==> src/rtl/trivium_stream_core_pkg.sv <==
// trivium_pkg: shared constants, tap positions, FSM encoding and the
// key/IV load helper for the Trivium stream core.
// Tap and boundary constants use the 1-based s1..s288 numbering; state
// vectors store s_i at bit [i-1].
package trivium_pkg;

  localparam int unsigned STATE_LEN = 288;
  localparam int unsigned KEY_W     = 80;
  localparam int unsigned IV_W      = 80;

  // Last cell of register A (s1..s93) and register B (s94..s177).
  localparam int unsigned A_END = 93;
  localparam int unsigned B_END = 177;

  // t1 feeds register B, t2 feeds register C, t3 feeds register A.
  localparam int unsigned TAP_T1_A   = 66;
  localparam int unsigned TAP_T1_B   = 93;
  localparam int unsigned TAP_T1_ANDA = 91;
  localparam int unsigned TAP_T1_ANDB = 92;
  localparam int unsigned TAP_T1_C   = 171;
  localparam int unsigned TAP_T2_A   = 162;
  localparam int unsigned TAP_T2_B   = 177;
  localparam int unsigned TAP_T2_ANDA = 175;
  localparam int unsigned TAP_T2_ANDB = 176;
  localparam int unsigned TAP_T2_C   = 264;
  localparam int unsigned TAP_T3_A   = 243;
  localparam int unsigned TAP_T3_B   = 288;
  localparam int unsigned TAP_T3_ANDA = 286;
  localparam int unsigned TAP_T3_ANDB = 287;
  localparam int unsigned TAP_T3_C   = 69;

  typedef enum logic [1:0] {
    IDLE,
    WARMUP,
    RUN
  } fsm_state_e;

  // Initial state: key into s1..s80 (key[0] -> s1), iv into s94..s173,
  // s286..s288 set, everything else clear.
  function automatic logic [STATE_LEN-1:0] load_state(
    input logic [KEY_W-1:0] key,
    input logic [IV_W-1:0]  iv
  );
    logic [STATE_LEN-1:0] st;
    st = '0;
    st[KEY_W-1:0] = key;
    st[A_END+IV_W-1:A_END] = iv;
    st[STATE_LEN-1:STATE_LEN-3] = '1;
    return st;
  endfunction

endpackage

==> src/rtl/trivium_stream_core_if.sv <==
// trivium_stream_core_if: valid/ready word stream.
//   valid - word present (driven by master)
//   ready - word taken when valid & ready (driven by slave)
//   data  - DATA_W-bit payload (driven by master)
interface trivium_stream_core_if #(
  parameter int unsigned DATA_W = 8
);
  logic              valid;
  logic              ready;
  logic [DATA_W-1:0] data;

  modport master (output valid, output data, input ready);
  modport slave  (input valid, input data, output ready);
endinterface

==> src/rtl/trivium_stream_core_step.sv <==
// trivium_step: BPC Trivium rounds chained combinationally.
//   state_in  - 288-bit state before the rounds
//   state_out - state after BPC rounds
//   z         - keystream bits, z[0] from the first round
module trivium_step
  import trivium_pkg::*;
#(
  parameter int unsigned BPC = 1
) (
  input  logic [STATE_LEN-1:0] state_in,
  output logic [STATE_LEN-1:0] state_out,
  output logic [BPC-1:0]       z
);

  always_comb begin
    logic [STATE_LEN-1:0] st;
    logic t1, t2, t3;
    st = state_in;
    z  = '0;
    t1 = 1'b0;
    t2 = 1'b0;
    t3 = 1'b0;
    for (int unsigned r = 0; r < BPC; r++) begin
      t1 = st[TAP_T1_A-1] ^ st[TAP_T1_B-1];
      t2 = st[TAP_T2_A-1] ^ st[TAP_T2_B-1];
      t3 = st[TAP_T3_A-1] ^ st[TAP_T3_B-1];
      z[r] = t1 ^ t2 ^ t3;
      t1 = t1 ^ (st[TAP_T1_ANDA-1] & st[TAP_T1_ANDB-1]) ^ st[TAP_T1_C-1];
      t2 = t2 ^ (st[TAP_T2_ANDA-1] & st[TAP_T2_ANDB-1]) ^ st[TAP_T2_C-1];
      t3 = t3 ^ (st[TAP_T3_ANDA-1] & st[TAP_T3_ANDB-1]) ^ st[TAP_T3_C-1];
      // Each register shifts towards its high end; feedback enters its first cell.
      st = {st[STATE_LEN-2:B_END], t2,
            st[B_END-2:A_END],     t1,
            st[A_END-2:0],         t3};
    end
    state_out = st;
  end

endmodule

==> src/rtl/trivium_stream_core.sv <==
// trivium_stream_core: Trivium keystream XOR engine on a valid/ready stream.
//   clk, rst_n   - clock, asynchronous active-low reset
//   init         - one-cycle pulse: load key/iv and restart warm-up
//   key, iv      - 80-bit key and IV, sampled only on init
//   busy         - high while warming up
//   keyed        - high in RUN (keystream available)
//   s_stream     - input words (slave): plaintext or ciphertext
//   m_stream     - output words (master): input XOR keystream
// A DATA_W keystream buffer is filled BPC bits per clock (first bit at LSB)
// and the state is frozen while the buffer is full.
module trivium_stream_core
  import trivium_pkg::*;
#(
  parameter int unsigned DATA_W        = 8,
  parameter int unsigned BPC           = 1,
  parameter int unsigned WARMUP_ROUNDS = 1152
) (
  input  logic             clk,
  input  logic             rst_n,
  input  logic             init,
  input  logic [KEY_W-1:0] key,
  input  logic [IV_W-1:0]  iv,
  output logic             busy,
  output logic             keyed,
  trivium_stream_core_if.slave  s_stream,
  trivium_stream_core_if.master m_stream
);

  localparam int unsigned WARMUP_CYCLES = WARMUP_ROUNDS / BPC;
  localparam int unsigned SLICES        = DATA_W / BPC;
  localparam int unsigned RND_W         = $clog2(WARMUP_CYCLES + 1);
  localparam int unsigned SLC_W         = $clog2(SLICES + 1);
  localparam logic [RND_W-1:0] RND_LAST = RND_W'(WARMUP_CYCLES - 1);
  localparam logic [SLC_W-1:0] SLC_LAST = SLC_W'(SLICES - 1);

  fsm_state_e           fsm_q, fsm_d;
  logic [STATE_LEN-1:0] st_q, st_d, st_step;
  logic [BPC-1:0]       z;
  logic [RND_W-1:0]     rnd_q, rnd_d;
  logic [SLC_W-1:0]     slc_q, slc_d;
  logic [DATA_W-1:0]    ks_q, ks_d;
  logic                 ks_full_q, ks_full_d;
  logic                 m_valid_q, m_valid_d;
  logic [DATA_W-1:0]    m_data_q, m_data_d;
  logic                 s_ready;
  logic                 accept;

  trivium_step #(.BPC(BPC)) u_step (
    .state_in  (st_q),
    .state_out (st_step),
    .z         (z)
  );

  assign busy  = (fsm_q == WARMUP);
  assign keyed = (fsm_q == RUN);
  // init also masks ready so the upstream never sees a handshake that init discards.
  assign s_ready = keyed & ks_full_q & (~m_valid_q | m_stream.ready) & ~init;
  assign accept  = s_stream.valid & s_ready;

  assign s_stream.ready = s_ready;
  assign m_stream.valid = m_valid_q;
  assign m_stream.data  = m_data_q;

  always_comb begin
    fsm_d     = fsm_q;
    st_d      = st_q;
    rnd_d     = rnd_q;
    slc_d     = slc_q;
    ks_d      = ks_q;
    ks_full_d = ks_full_q;
    m_valid_d = m_valid_q;
    m_data_d  = m_data_q;

    if (init) begin
      st_d      = load_state(key, iv);
      fsm_d     = WARMUP;
      rnd_d     = '0;
      slc_d     = '0;
      ks_full_d = 1'b0;
      m_valid_d = 1'b0;
    end else begin
      unique case (fsm_q)
        IDLE: ;
        WARMUP: begin
          st_d = st_step;
          // Counter stops at its last value rather than wrapping.
          if (rnd_q == RND_LAST) fsm_d = RUN;
          else                   rnd_d = rnd_q + 1'b1;
        end
        RUN: begin
          if (!ks_full_q) begin
            st_d = st_step;
            ks_d[slc_q*BPC +: BPC] = z;
            if (slc_q == SLC_LAST) begin
              slc_d     = '0;
              ks_full_d = 1'b1;
            end else begin
              slc_d = slc_q + 1'b1;
            end
          end
        end
        default: fsm_d = IDLE;
      endcase

      if (m_valid_q && m_stream.ready) m_valid_d = 1'b0;
      // accept implies ks_full_q, so it never collides with buffer filling.
      if (accept) begin
        m_data_d  = s_stream.data ^ ks_q;
        m_valid_d = 1'b1;
        ks_full_d = 1'b0;
      end
    end
  end

  always_ff @(posedge clk or negedge rst_n) begin
    if (!rst_n) begin
      fsm_q     <= IDLE;
      st_q      <= '0;
      rnd_q     <= '0;
      slc_q     <= '0;
      ks_q      <= '0;
      ks_full_q <= 1'b0;
      m_valid_q <= 1'b0;
      m_data_q  <= '0;
    end else begin
      fsm_q     <= fsm_d;
      st_q      <= st_d;
      rnd_q     <= rnd_d;
      slc_q     <= slc_d;
      ks_q      <= ks_d;
      ks_full_q <= ks_full_d;
      m_valid_q <= m_valid_d;
      m_data_q  <= m_data_d;
    end
  end

endmodule

==> src/flat_wrapper.sv <==
// flat-port wrapper written by rule: the top's interface ports become plain ports
module trivium_stream_core_flat import trivium_pkg::*;
#(
  parameter int unsigned DATA_W        = 8,
  parameter int unsigned BPC           = 1,
  parameter int unsigned WARMUP_ROUNDS = 1152
)
  (clk, rst_n, init, key, iv, busy, keyed, s_stream_valid, s_stream_data, s_stream_ready, m_stream_valid, m_stream_data, m_stream_ready);
  trivium_stream_core_if #(.DATA_W(DATA_W)) s_stream_i ();
  trivium_stream_core_if #(.DATA_W(DATA_W)) m_stream_i ();
  input  logic clk;
  input  logic rst_n;
  input  logic init;
  input  logic [KEY_W-1:0] key;
  input  logic [IV_W-1:0] iv;
  output logic busy;
  output logic keyed;
  input wire logic [$bits(s_stream_i.valid)-1:0] s_stream_valid;
  input wire logic [$bits(s_stream_i.data)-1:0] s_stream_data;
  output wire logic [$bits(s_stream_i.ready)-1:0] s_stream_ready;
  output wire logic [$bits(m_stream_i.valid)-1:0] m_stream_valid;
  output wire logic [$bits(m_stream_i.data)-1:0] m_stream_data;
  input wire logic [$bits(m_stream_i.ready)-1:0] m_stream_ready;
  assign s_stream_i.valid = s_stream_valid;
  assign s_stream_i.data = s_stream_data;
  assign s_stream_ready = s_stream_i.ready;
  assign m_stream_valid = m_stream_i.valid;
  assign m_stream_data = m_stream_i.data;
  assign m_stream_i.ready = m_stream_ready;
  trivium_stream_core #(.DATA_W(DATA_W), .BPC(BPC), .WARMUP_ROUNDS(WARMUP_ROUNDS)) u_core (.clk(clk), .rst_n(rst_n), .init(init), .key(key), .iv(iv), .busy(busy), .keyed(keyed), .s_stream(s_stream_i), .m_stream(m_stream_i));
endmodule
==> config.mk <==
export PLATFORM = sky130hd
export DESIGN_NAME = trivium_stream_core_flat
export DESIGN_NICKNAME = d
export VERILOG_FILES = /design/src/rtl/trivium_stream_core_pkg.sv /design/src/rtl/trivium_stream_core_if.sv /design/src/rtl/trivium_stream_core_step.sv /design/src/rtl/trivium_stream_core.sv /design/src/flat_wrapper.sv
export SDC_FILE = /design/constraint.sdc
export NUM_CORES = 1
export LEC_CHECK = 0
export CAP_MARGIN = 30
export CORE_MARGIN = 5
export CORE_UTILIZATION = 30
export DETAILED_ROUTE_END_ITERATION = 8
export PLACE_DENSITY_LB_ADDON = 0.3
export SETUP_SLACK_MARGIN = 0.2
export SLEW_MARGIN = 5
export SYNTH_ARGS = -nofsm -noshare
export SYNTH_HDL_FRONTEND = slang
export SYNTH_SLANG_ARGS = --single-unit
==> constraint.sdc <==
create_clock -name clk -period 2.9 [get_ports clk]
set_clock_uncertainty 0.2 [all_clocks]
set_input_delay 0.58 -clock clk [delete_from_list [all_inputs] [get_ports clk]]
set_output_delay 0.58 -clock clk [all_outputs]
set_load 0.02 [all_outputs]
==> results of run 1 <==
flip-flops by register name, summed over array words and instances (netlist names):
name and cells:
u_core.rnd_q 11, u_core.ks_q 8, u_core.st_q 288, u_core.m_stream.valid 1, u_core.ks_full_q 1, u_core.fsm_q 2
u_core.slc_q 4, u_core.m_stream.data 8
power by group:
group / internal, mW / switching [mW] / total, mW
clock network: 2.76 / 1.78 / 4.55
registers: 4.73 / 0.126 / 4.85
logic: 0.413 / 0.374 / 0.787
final cells by class:
cell class / instances / area [um2]
inverters: 8 / 30.0
well taps: 615 / 769
clock inverters: 12 / 141
repair buffers: 207 / 2190
diodes: 1 / 2.50
multi-input cells: 999 / 5700
clock buffers: 48 / 1040
flip-flops and latches: 323 / 8080
fillers: 4670 / 29600
layout by cell type, fill, tap and decap left out, types with 7 or more instances in the layout:
master,n
a21oi_1,129
buf_12,13
buf_4,9
clkbuf_16,37
clkbuf_8,7
clkdlybuf4s50_1,179
clkinv_2,7
dfrtp_1,323
inv_1,8
mux2_2,12
mux2i_1,163
nand2_1,424
nor2_1,20
o21ai_0,51
o21ai_1,110
xnor2_1,10
xor2_1,11
logic make-up (layout without fill, tap and decap cells):
group / count (synthesis) / after routing / synth area share [%]
buffers and inverters: 109 / 275 / 4.28
multiplexers: 177 / 177 / 12.4
other: 0 / 1 / 0
adder cells (fa/ha/maj): 6 / 6 / 0.522
flip-flops: 323 / 323 / 56.2
AND/OR/NAND/NOR: 488 / 488 / 13.9
AO/OA/AOI/OAI: 304 / 304 / 10.9
XOR/XNOR: 24 / 24 / 1.77
synth_stat cells (all sizes together) (2+ instances only):
library cell,number
nand4b,2
nand3b,4
xor3,2
buf,47
nor3b,2
xnor2,10
nor3,2
nand4,4
nor2b,2
nor4b,4
dfrtp,323
o21ai,161
nand2b,5
and3,3
clkbuf,54
a31oi,3
inv,8
nand3,6
nand2,425
mux2,14
a31o,2
xor2,11
mux2i,163
nor2,21
ha,6
a211oi,4
a21oi,129
worst max-delay path, delay by kind of cell, from the launching register on:
family	cells	cell delay, ns
buffers and inverters	2	0.58
flip-flops	1	0.41
AND/OR/NAND/NOR	1	0.29
stage by stage:
stage,hold WS (ns),cell area (um2),util [%],setup WS (ns)
2_1_floorplan,0.0844,14400,-,0.898
3_3_place_gp,0.242,16800,35.2,0.126
3_5_place_dp,0.246,16800,35.2,0.153
4_1_cts,0.233,17900,37.7,0.194
5_1_grt,0.250,18000,37.8,0.225
6_report,0.259,18000,37.8,0.321
metal layers:
layer	global-route usage (%)	share of wire (%)	vias to the layer above
li1	-	-	5097
met1	15.9	48	4942
met2	18.6	47	166
met3	2.48	4.1	43
met4	2.74	1.8	0
met5	0	0	-
worst max path at each step:
stage                    startpoint              to  slack, ns  depth (start not counted)
floorplan           u_core.slc_q[0]  u_core.ks_q[2]       0.90                          6
global placement     m_stream_ready  s_stream_ready       0.13                          4
detailed placement   m_stream_ready  s_stream_ready       0.15                          4
CTS                 u_core.fsm_q[1]            busy       0.19                          3
global route        u_core.fsm_q[1]            busy       0.23                          3
finish              u_core.fsm_q[1]            busy       0.32                          3
what timing repair did:
action,4_1_cts,5_1_grt
gates resized for setup,3,2
cloned,0,0
pin swaps,0,0
setup endpoints to repair,2,2
endpoints found under the hold margin,21,0
hold buffers,1,0
==> results.md, run 1 <==
- Post-synth EDFFs: 0
- Largest net degree at the start of global routing: 190
- Hold path cells: 4
- Seq cells post-synth: 323
- Routed vias/inst: 4.63
- Layout Cells excl Fill: between 2,000 and 2,500
- Number of global-route vias before repair: roughly 11,000
- Ys flop type: dfrtp_1
- Slew Viols, Final: 0
- R2r setup slk: 0.55 ns
- TritonCTS clock tree: built
- Leak: between 8 and 9 nW
- Seq/Total Area, Yosys: roughly 56%
- GRT overflow: 0
- Chip width: 229 um
- DR vias: 10,200
- Startpoint Class: register
- CTS root buffer: clkbuf_16
- Worst R2R End: u_core.st_q[31]
- DR iter-0 viols: 773
- DRT antenna net count: 0
- Die Y: approximately 230 um
- Worst min-delay path endpoint: u_core.ks_q[0]
- Core Region: 0.0475 mm2
- Worst path arrival time: around 1.8 ns
- Critical path peak fanout: 6
- Synth top area share: a little under three fifths
- Clock Pin Slew Worst Setup and Hold Paths: 0.06 ns
- Tot Pwr: 10.2 mW
- Post-Syn Nets: ~1,600
- Initial core utilization: between 30% and 40%
- Total wire length: 30.4 mm
- Setup Buffers After CTS: 0
- Row Count: 80
- Req. time, crit path: 2.12 ns
- Async S/R FF share, synth: 100%
- Period utilisation layout: approximately nine tenths
- Layout Area Growth over Synthesis: 24.9%
- Final hold vios: 0
- Yosys cell types: 51
- Crit path kind: reg2out
- GPL Wtd Cong: 0.735
- Fmax achieved: slightly below 400 MHz
- Wirelength per Cell: 13.8 um
- Worst-case clock buffer depth: 3
- Status: completed
- Dominant cells by area after synthesis: dfrtp_1 56%, mux2i_1 11%, nand2_1 11%
- DP Cell Count: around 2,200
- R2R depth: 5
- Port Buffers: 184
- Synth Warn #: 0
- Drt drc: 0
- Final #Nets: 1,752
- PwrDens: between 500 and 600 mW/mm2
- Peak supply drop: roughly 0.33 mV
- Setup repair after global routing missed its margin: no
- Initial antenna violation count: 1
- Worst slew pin tran: a little over 0.8 ns
- Skew-Pair Late Insertion Delay: 0.51 ns
- Synth Instances: 1,431
- Slowest-stage cell, CP: dfrtp_1
- RR Startpoint: u_core.ks_full_q
- Max-Cap Viols: 0
- # setup viols final: 0
- Layout cells sized above 1: 6.45%
- Mean Syn Cell Area: 10.0 um2
- First-pass iteration count of the detailed router: 5
- H-tree depth: 2
- GRT Total Usage: roughly 11%
- Worst Hold Class: in2reg
- IO Pins: 185
- Die ar.: around 0.052 mm2
- Worst setup EP type: primary output
- TritonCTS Buffers: 34
- Worst-path cell chain: nand2b_2 > inv_1 > dlygate4sd2_1
- Final TNS setup: 0 ns
- Final Critical Period: 2.58 ns
- Worst stage delay on the critical path: 0.41 ns
- DPL Wire Length: about 19 mm
- Clk sink count: 323
- First-pass GRT wire length: 52.3 mm
- Hold Startpoint: init
- Largest area contributor in the netlist: dfrtp_1
- Post-synthesis instance area: approximately 0.014 mm2
- Slew headroom: 45.6%
Note: power is estimated with default switching activity, not from simulation.
==> run 2: changes to the inputs <==
Settings changed: GPL_TIMING_DRIVEN from default to 1.
==> results of run 2 <==
The final DEF is identical to that of run 1; final timing and power are the same.
